**config.mk**
```make
export PLATFORM = sky130hd
export DESIGN_NAME = spi_pwm_timer
export DESIGN_NICKNAME = d
export VERILOG_FILES = /design/src/rtl/spi_pwm_timer.sv
export SDC_FILE = /design/constraint.sdc
export NUM_CORES = 1
export LEC_CHECK = 0
export ABC_AREA = 1
export CAP_MARGIN = 20
export CORE_AREA = 3 3 98 100
export CTS_CLUSTER_SIZE = 24
export DETAILED_ROUTE_END_ITERATION = 8
export DIE_AREA = 0 0 101 103
export HOLD_SLACK_MARGIN = 0.15
export PLACE_DENSITY_LB_ADDON = 0.1
export SYNTH_ARGS = -nofsm -noshare
export SYNTH_HDL_FRONTEND = slang
export SYNTH_SLANG_ARGS = --single-unit
export TNS_END_PERCENT = 1
```
**constraint.sdc**
```tcl
create_clock -name clk -period 4.95 [get_ports clk]
set_clock_uncertainty 0.1 [all_clocks]
set_input_delay 0.7425 -clock clk [delete_from_list [all_inputs] [get_ports clk]]
set_output_delay 0.7425 -clock clk [all_outputs]
set_load 0.03 [all_outputs]
```
**src/rtl/spi_pwm_timer.sv**
```systemverilog
// spi_pwm_timer: prescaled PWM/one-shot timer fed by SPI config registers; `SPI_PWM_SHADOW_EN` adds PERIOD/DUTY shadow registers
module spi_pwm_timer #(
    parameter int NUM_CFG    = 16,
    parameter int NUM_STATUS = 16,
    parameter int REG_WIDTH  = 8
) (
    input  logic                            clk,
    input  logic                            rstb,
    input  logic                            ena,
    input  logic [NUM_CFG*REG_WIDTH-1:0]    config_regs,
    output logic [NUM_STATUS*REG_WIDTH-1:0] status_regs,
    output logic                            pwm_out
);
    localparam logic [1:0] IDLE = 2'd0;
    localparam logic [1:0] RUN  = 2'd1;
    localparam logic [1:0] DONE = 2'd2;
    localparam logic [REG_WIDTH-1:0] ONE = REG_WIDTH'(1);

    logic [REG_WIDTH-1:0] cfg0, presc, cfg_period, cfg_duty, period, duty;
    logic [REG_WIDTH-1:0] cnt, pcnt, wrap_cnt;
    logic [1:0]           state;
    logic                 clr_q;
    logic                 en, oneshot, pol, clr_edge, running, tick, at_end, wrap, raw;
    logic                 unused_cfg;

    assign cfg0       = config_regs[0 +: REG_WIDTH];
    assign presc      = config_regs[REG_WIDTH +: REG_WIDTH];
    assign cfg_period = config_regs[2*REG_WIDTH +: REG_WIDTH];
    assign cfg_duty   = config_regs[3*REG_WIDTH +: REG_WIDTH];
    assign unused_cfg = ^config_regs;

    assign en       = cfg0[0];
    assign oneshot  = cfg0[1];
    assign pol      = cfg0[2];
    assign clr_edge = cfg0[3] & ~clr_q;
    assign running  = state == RUN;
    assign tick     = running && pcnt == presc;
    assign at_end   = cnt == period;
    assign wrap     = running && en && !clr_edge && tick && at_end;
    assign raw      = running && cnt < duty;

`ifdef SPI_PWM_SHADOW_EN
    logic [REG_WIDTH-1:0] act_period, act_duty;
    logic                 load;

    assign load   = ena && ((state == IDLE && en) || wrap);
    assign period = act_period;
    assign duty   = act_duty;

    // active PERIOD/DUTY follow the config only at run start and at each wrap
    always_ff @(posedge clk or negedge rstb) begin
        if (!rstb) begin
            act_period <= '0;
            act_duty   <= '0;
        end else if (load) begin
            act_period <= cfg_period;
            act_duty   <= cfg_duty;
        end
    end
`else
    assign period = cfg_period;
    assign duty   = cfg_duty;
`endif

    // run/stop state machine, prescaler, period counter, wrap counter and registered output
    always_ff @(posedge clk or negedge rstb) begin
        if (!rstb) begin
            state    <= IDLE;
            cnt      <= '0;
            pcnt     <= '0;
            wrap_cnt <= '0;
            clr_q    <= 1'b0;
            pwm_out  <= 1'b0;
        end else if (ena) begin
            clr_q    <= cfg0[3];
            pwm_out  <= raw ^ pol;
            wrap_cnt <= clr_edge ? '0 : wrap ? wrap_cnt + ONE : wrap_cnt;
            if (running) begin
                if (!en || clr_edge) begin
                    state <= en ? RUN : IDLE;
                    cnt   <= '0;
                    pcnt  <= '0;
                end else begin
                    pcnt  <= tick ? '0 : pcnt + ONE;
                    cnt   <= !tick ? cnt : at_end ? '0 : cnt + ONE;
                    state <= (tick && at_end && oneshot) ? DONE : RUN;
                end
            end else begin
                cnt   <= '0;
                pcnt  <= '0;
                state <= (state == IDLE) ? (en ? RUN : IDLE) : (en && !clr_edge) ? DONE : IDLE;
            end
        end
    end

    // status is a plain view of the registered fields
    always_comb begin
        status_regs = '0;
        status_regs[0 +: REG_WIDTH]           = cnt;
        status_regs[REG_WIDTH +: 3]           = {pwm_out, state};
        status_regs[2*REG_WIDTH +: REG_WIDTH] = wrap_cnt;
    end
endmodule
```
======== After elaboration in Yosys (flattened, before gate mapping) ========
Cells that the tools add are included.
cells by class
  add/sub/neg operators ................... 3
  $lt $le $gt $ge ......................... 1
  equal/unequal tests ..................... 4
  multiplexer cells ....................... 15
  bitwise operators ....................... 3
  reductions and logical operators ........ 16
operators with widths
  cell                 count
  $mux 8               9
  $add 8x1->8 const B  3
  $eq 8x8->1           2
  $mux 2               5
  $logic_and 1x1->1    9
  $lt 8x8->1           1
  $reduce_and 2->1     2
  $ne 3x1->1 const B   1
  $eq 2x1->1 const B   1
  $logic_not 1->1      2
  $logic_not 2->1      1
  $reduce_bool 2->1    1
  $and 1x1->1          1
  $logic_or 1x1->1     1
  $mux 1               1
  $not 1->1            1
  $xor 1x1->1          1
word-level totals
  register bits after elaboration ......... 28
  bits of input ports ..................... 131
  output and inout bits ................... 129

======== Longest topological paths before layout ========
Gate-level depths: netlist of run 1.
  word-level depth ........................ 8
  mapped depth ............................ 11
  mapped depth without buffers ............ 11

======== Worst setup path before layout of run 1 ========
Ideal clock, no wire load.
  path kind ............................... input -> register
  start point ............................. in config_regs[31]
  end point ............................... reg pwm_out
  data arrival time ....................... 1.632 ns
  data required time ...................... 4.732 ns
  setup slack ............................. 3.100 ns
  cell stages on the path ................. 10
  buffers on the path ..................... 0
  cell sequence ........................... inv_1 > ha_1 > nand2_1 > nand2_1 > nor2_1 > nand2_1 > a21oi_1 > nand3_1 > nand3_1 > nand2_1
between the ends
  word-level cells in the longest chain between the ends .. 3
ends and longest elaborated chain
  item                    RTL line  source
  start: declaration      10        input logic [NUM_CFG*REG_WIDTH-1:0] config_regs,
  $lt 8x8->1              40        assign raw = running && cnt < duty;
  $logic_and 1x1->1       40
  $xor 1x1->1             76        pwm_out <= raw ^ pol;
  end signal: assignment  76
  end: declaration        12        output logic pwm_out
Every way passes these cells.
A chain may end at the register's enable or synchronous reset.

======== Final worst setup path of run 1 ========
  start point ............................. reg cnt[4]
  end point ............................... out status_regs[4]
RTL lines
  item                      RTL line  source
  start: declaration        20        logic [REG_WIDTH-1:0] cnt, pcnt, wrap_cnt;
  start signal: assignment  85        cnt <= !tick ? cnt : at_end ? '0 : cnt + ONE;
  end: declaration          11        output logic [NUM_STATUS*REG_WIDTH-1:0] status_regs,
No word-level cell between the ends.

==> summary.txt, run 1 <==
Outcome
  – Status: finished, final reports clean

Timing
  – Min cycle time layout: 2.436 ns
  – Final worst setup slack: 2.514 ns
  – Hold WS: 0.4338 ns
  – Setup_tns: 0 ns
  – Final setup fails: 0
  – Slew margin rel.: 0.6541
  – Highest Clock Rate: 410.6 MHz
  – Final number of hold-violating endpoints: 0
  – Unrepaired setup endpoints after global routing: false
  – Worst-Margin Slew: 0.5170 ns
  – Final Slew Violations: 0
  – Final period utilization: 0.4920

Critical path
  – Worst path depth: 1
  – Worst Path Arrival: 1.59 ns
  – Critical path class: flip-flop to primary output
  – Worst Path Required: 4.11 ns
  – Worst Setup SP: cnt[4]
  – R2R depth: 7
  – Critical path's top delay family: buffers and inverters
  – Worst Path Buf+Inv: 1
  – Crit-path max FO: 8
  – Worst R2R End: pcnt[2]
  – R2r setup slk: 3.02 ns
  – Crit-path slowest cell: clkdlybuf4s50_1
  – Max stage delay on crit path: 0.77 ns
  – Crit-path cells: clkdlybuf4s50_1
  – Crit path capture type: primary output
  – Critical path endpoint: status_regs[4]
  – Worst Setup Start Kind: flip-flop
  – RR Startpoint: state[1]

Die
  – I/O pin cnt: 260
  – Rows: 34
  – Die Y: 103 um
  – Die Wd: 101 um
  – Starting Density: 0.3320
  – Die area: 0.01040 sq mm
  – Core Area: 0.008763 sq mm

Logic synthesis
  – Post-Syn Area per Cell: 7.346 sq um
  – Top_reg_cell synth: dfrtp_1
  – Synth area leader: buf_4
  – Netlist cell types: 32
  – Cells after synthesis: 396
  – Post-synth top area share: 0.2839
  – Top post-synthesis cells by area: buf_4, dfrtp_1, nand2_1
  – Ys Warns: 0
  – Cell Area, Synth: 0.002909 sq mm
  – FFs w/ async S/R, synth: 1.000
  – Seq/Total Area, Yosys: 0.2409
  – Most common cell in the netlist: buf_4
  – Synth cell count leaders: buf_4, nand2_1, inv_1, nor2_1, dfrtp_1
  – EDFF count, synth: 0
  – Seq cells post-synth: 28

Routing
  – Met3 wire length: 606 um
  – Vias per cell: 3.937
  – Routed wire length: 5654 um
  – Routed Antenna Nets: 0
  – Top Layer Used: met4
  – Number of remaining DRC errors: 0
  – Routed met1 length: 2639 um
  – DR WL/cell: 10.22 um
  – Initial DRC count: 28
  – Vias: 2177
  – Met2 WL: 2361 um
  – Drt pass-1 iters: 4

Clock network
  – Root Buffer: clkbuf_8
  – Clock tree sinks: 28
  – Clk_lat worst skew: 0.28 ns
  – Num CTS Buffers: 3
  – Postcts setup bufs: 0
  – Clk buf depth: 2
  – CTS tree: built
  – Clock-pin slew of the registers on the worst-case setup and hold paths: 0.10 ns
  – H-tree Lvls: 1
  – Number of gates resized after cts: 0
  – Hold_buf cts: 0

Finish
  – FILL cells: 942
  – Layout cells sized above 1: 0.06067
  – Design Area, Final: 0.003156 sq mm
  – Antenna diodes: 0
  – Syn-to-layout area delta: 8.473%
  – Final core occ: 0.3601
  – Finished Layout Cells: 553
  – Nets: 587

Global routing
  – Vias in the first global route: 1837
  – Initial antenna violation count: 0
  – First-pass GRT wire length: 8735 um
  – Total GRT Usage: 0.1033
  – Largest net degree at the start of global routing: 29
  – Overflow after GRT: 0

Job
  – Max_cap viols: 0

Placement
  – Gpl congestion: 0.7659
  – Port bufs: 50
  – Setup WS pre-CTS: 2.248 ns
  – Dpl hpwl: 4543 um
  – Placed Area: 0.003100 sq mm
  – Placed insts: 549

Pwr
  – PD cells: 194.6 mW/mm^2
  – Worst VDD drop: 0.1129 mV
  – Leakage: 1.657 nW
  – Tot Pwr: 0.6140 mW

Worst hold path
  – Hold Crit Class: flip-flop to flip-flop
==> per-layer routing <==
layer,track usage,vias to the layer above
met4,0.02454,0
met3,0.01827,4
met5,0,-
met2,0.1630,118
met1,0.1470,947
li1,-,1108
==> layout by cell type (no fill, tap or decap), types with 2 or more instances in the layout <==
cell type | Yosys | final
nor3b_1 | 2 | 2
o21ai_0 | 5 | 5
nor2_4 | 5 | 5
o21ai_1 | 2 | 2
clkbuf_8 | 0 | 4
clkdlybuf4s50_1 | 0 | 50
nand3_1 | 27 | 27
conb_1 | 1 | 109
dfrtp_1 | 28 | 28
o21ai_2 | 4 | 4
nand4_1 | 8 | 8
inv_2 | 4 | 4
nor2_1 | 29 | 29
inv_1 | 35 | 35
xor2_1 | 16 | 16
nand2_1 | 80 | 80
a21oi_1 | 7 | 7
nand2_4 | 2 | 2
nand2_2 | 2 | 2
xnor2_1 | 6 | 6
ha_1 | 10 | 10
==> state kept, by name (all words and copies together) (netlist names) <==
register	count
cnt	8
state	2
clr_q	1
pcnt	8
pwm_out	1
wrap_cnt	8
==> area by class of cell <==
type | count | area [sq um] | area share
sequential | 28 | 700.7 | 0.2220
inverter | 41 | 156.4 | 0.04956
clock buffer | 4 | 55.05 | 0.01745
multi-input combinational | 321 | 1600 | 0.5071
tap | 108 | 135.1 | 0.04282
timing repair buffer | 51 | 508.0 | 0.1610
==> cells by family after synthesis <==
group,synth area share
AND/OR/NAND/NOR,0.2585
buffers and inverters,0.3484
flip-flops,0.2409
XOR/XNOR,0.06623
AO/OA/AOI/OAI,0.04172
adder cells (fa/ha/maj),0.04301
other,0.001289
==> how the worst min path moves through the flow <==
stage              end  cells past startpoint     from  slack, ns
2_1_floorplan    clr_q                      0     rstb       0.35
3_3_place_gp     clr_q                      2    clr_q       0.41
3_5_place_dp     clr_q                      2    clr_q       0.42
4_1_cts          clr_q                      2    clr_q       0.44
5_1_grt        pcnt[7]                      2  pcnt[7]       0.49
6_report         clr_q                      2    clr_q       0.43
==> where the power goes <==
| part | leakage (nW) | switching [mW] | internal, mW | total [mW] |
|---|---|---|---|---|
| Combinational | 1.25 | 0.174 | 0.0500 | 0.224 |
| Sequential | 0.383 | 0.00856 | 0.235 | 0.244 |
| Clock | 0.0288 | 0.0749 | 0.0713 | 0.146 |
==> worst register-to-register path, stage by stage (launching register included) <==
cell and delay [ns]:
dfrtp_1 0.46, nor2_4 0.28, inv_4 0.08, nor2_4 0.15, inv_2 0.07, o21ai_4 0.45, inv_2 0.16, nor3_2 0.13
(Power assumes the default switching activity.)
==> inputs of run 2 (changes only) <==
--- a/config.mk
+++ b/config.mk
@@ -7,10 +7,10 @@
 export LEC_CHECK = 0
 export ABC_AREA = 1
 export CAP_MARGIN = 20
-export CORE_AREA = 3 3 98 100
+export CORE_MARGIN = 3
+export CORE_UTILIZATION = 29
 export CTS_CLUSTER_SIZE = 24
 export DETAILED_ROUTE_END_ITERATION = 8
-export DIE_AREA = 0 0 101 103
 export HOLD_SLACK_MARGIN = 0.15
 export PLACE_DENSITY_LB_ADDON = 0.1
 export SYNTH_ARGS = -nofsm -noshare
==> constraint.sdc (replaced) <==
create_clock -name clk -period 1.95 [get_ports clk]
set_clock_uncertainty 0.1 [all_clocks]
set_input_delay 0.2925 -clock clk [delete_from_list [all_inputs] [get_ports clk]]
set_output_delay 0.2925 -clock clk [all_outputs]
set_load 0.03 [all_outputs]
==> summary.txt, run 2 (synthesis results as in run 1) <==
Finish
  – Most frequent cells in the layout: conb_1, nand2_1, clkdlybuf4s50_1, inv_1, nor2_1
  – Layout cells sized above 1: 0.08534
  – Nets: 599
  – Regs by FF count: cnt x8, pcnt x8, wrap_cnt x8
  – Area of the multi-input gates: 0.001600 sq mm
  – Commonest non-fill, non-tap cell in the layout: conb_1
  – Syn-to-layout area delta: 13.25%
  – FILL cells: 1046
  – Register Area: 700.7 sq um
  – Design Area, Final: 0.003294 sq mm
  – Finished Layout Cells: 586
  – Antenna diodes: 0

Timing
  – Unrepaired setup endpoints after global routing: false
  – Slew margin rel.: 0.6534
  – Highest Clock Rate: 533.7 MHz
  – Final setup fails: 0
  – Hold WS: 0.2856 ns
  – Min cycle time layout: 1.874 ns
  – Setup_tns: 0 ns
  – Final period utilization: 0.9608
  – Worst-Margin Slew: 0.5179 ns
  – Final number of hold-violating endpoints: 0
  – Final Slew Violations: 0

Critical path
  – Crit-path slowest cell: clkdlybuf4s50_1
  – Worst Setup Start Kind: flip-flop
  – Crit-path cells: clkdlybuf4s50_1
  – Worst Path Arrival: 1.48 ns
  – Max stage delay on crit path: 0.72 ns
  – Worst Path Required: 1.56 ns
  – Crit path capture type: primary output
  – Critical path class: flip-flop to primary output
  – Critical path's top delay family: buffers and inverters
  – Worst Path Buf+Inv: 1
  – Crit-path max FO: 4

Die
  – Core Area: 0.009503 sq mm
  – Rows: 35
  – Starting Density: 0.3061
  – Die area: 0.01127 sq mm
  – Die Y: 106.2 um
  – Die Wd: 106.2 um
  – I/O pin cnt: 260

Routing
  – Drt pass-1 iters: 6
  – Initial DRC count: 42
  – Number of remaining DRC errors: 0
  – Routed wire length: 5850 um
  – Vias: 2158
  – Routed Antenna Nets: 0
  – DR WL/cell: 9.983 um
  – Vias per cell: 3.683

Pwr
  – PD cells: 507.4 mW/mm^2
  – Worst VDD drop: 0.3521 mV
  – NetSw: 0.6581 mW
  – Sw Ratio: 0.3937
  – Flop pwr share: 0.370
  – Internal power: 1.014 mW
  – Logic pwr share: 0.350
  – Clk network pwr share: 0.280
  – Leakage: 1.785 nW

Global routing
  – First-pass GRT wire length: 9142 um
  – Largest net degree at the start of global routing: 29
  – Initial antenna violation count: 0
  – Overflow after GRT: 0
  – GR met2 Demand/Resource: 0.1606
  – Vias in the first global route: 1909
  – Total GRT Usage: 0.09909
  – Most used routing layer: met2
  – Global routing met3 resource utilization: 0.02125
  – Met1 Use GR: 0.1327

Clock network
  – H-tree Lvls: 1
  – Postcts setup bufs: 0
  – CTS tree: built
  – Clock tree sinks: 28
  – Clk buf depth: 2
  – Clk_lat worst skew: 0.28 ns
  – Clock-pin slew of the registers on the worst-case setup and hold paths: 0.10 ns
  – Root Buffer: clkbuf_8
  – Num CTS Buffers: 3

Placement
  – Dpl hpwl: 4784 um
  – Port bufs: 50
  – Placed Area: 0.003217 sq mm
  – Gpl congestion: 0.7236
  – Placed insts: 582

Worst hold path
  – Hold Crit Class: primary input to async pin

Outcome
  – Status: finished, final reports clean

Job
  – Max_cap viols: 0
-- run 2: through the flow --
step | power [mW] | util | setup slack (ns)
6_report | 1.672 | 0.3467 | 0.07639
5_1_grt | 1.765 | 0.3467 | 0.007546
4_1_cts | 1.696 | 0.3459 | 0.01231
3_5_place_dp | 1.216 | 0.3385 | -0.1393
3_3_place_gp | 1.215 | 0.3385 | -0.1482
2_1_floorplan | 1.228 | - | 0.1848
-- run 2: layout make-up --
type,count,share of cell area
Clock buffer,3,0.01253
Clock inverter,1,0.009115
Inverter,41,0.04747
Multi-Input combinational cell,321,0.4858
Sequential cell,28,0.2127
Tap cell,129,0.04899
Timing Repair Buffer,63,0.1834
-- run 2: routing by layer --
layer  wire, um  vias up
li1           -     1131
met1       2686      913
met2       2546      110
met3        556        4
met4         60        0
met5          0        -
-- run 2: what timing repair did --
action / CTS / global route
gates resized for setup: 1 / 3
hold buffers: 0 / 0
endpoints found under the setup margin: 1 / 3
gates cloned: 0 / 0
-- run 2: path summary, 6_finish.rpt --
| kind | from | to | slack, ns | cells past startpoint |
|---|---|---|---|---|
| max in group asynchronous | rstb | cnt[2] | 1.19 | 2 |
| min | rstb | wrap_cnt[5] | 0.29 | 2 |
| min reg2reg | clr_q | clr_q | 0.43 | 2 |
| min in group clk | clr_q | clr_q | 0.43 | 2 |
| max reg2reg | state[1] | pcnt[2] | 0.19 | 7 |
| max | state[1] | status_regs[9] | 0.08 | 1 |
-- run 2: power groups by stage --
stage | Sequential, mW | Combinational (mW) | Clock (mW)
finish | 0.619 | 0.585 | 0.468
global route | 0.624 | 0.632 | 0.508
CTS | 0.621 | 0.586 | 0.489
detailed placement | 0.631 | 0.585 | 0
global placement | 0.632 | 0.584 | 0
floorplan | 0.651 | 0.577 | 0
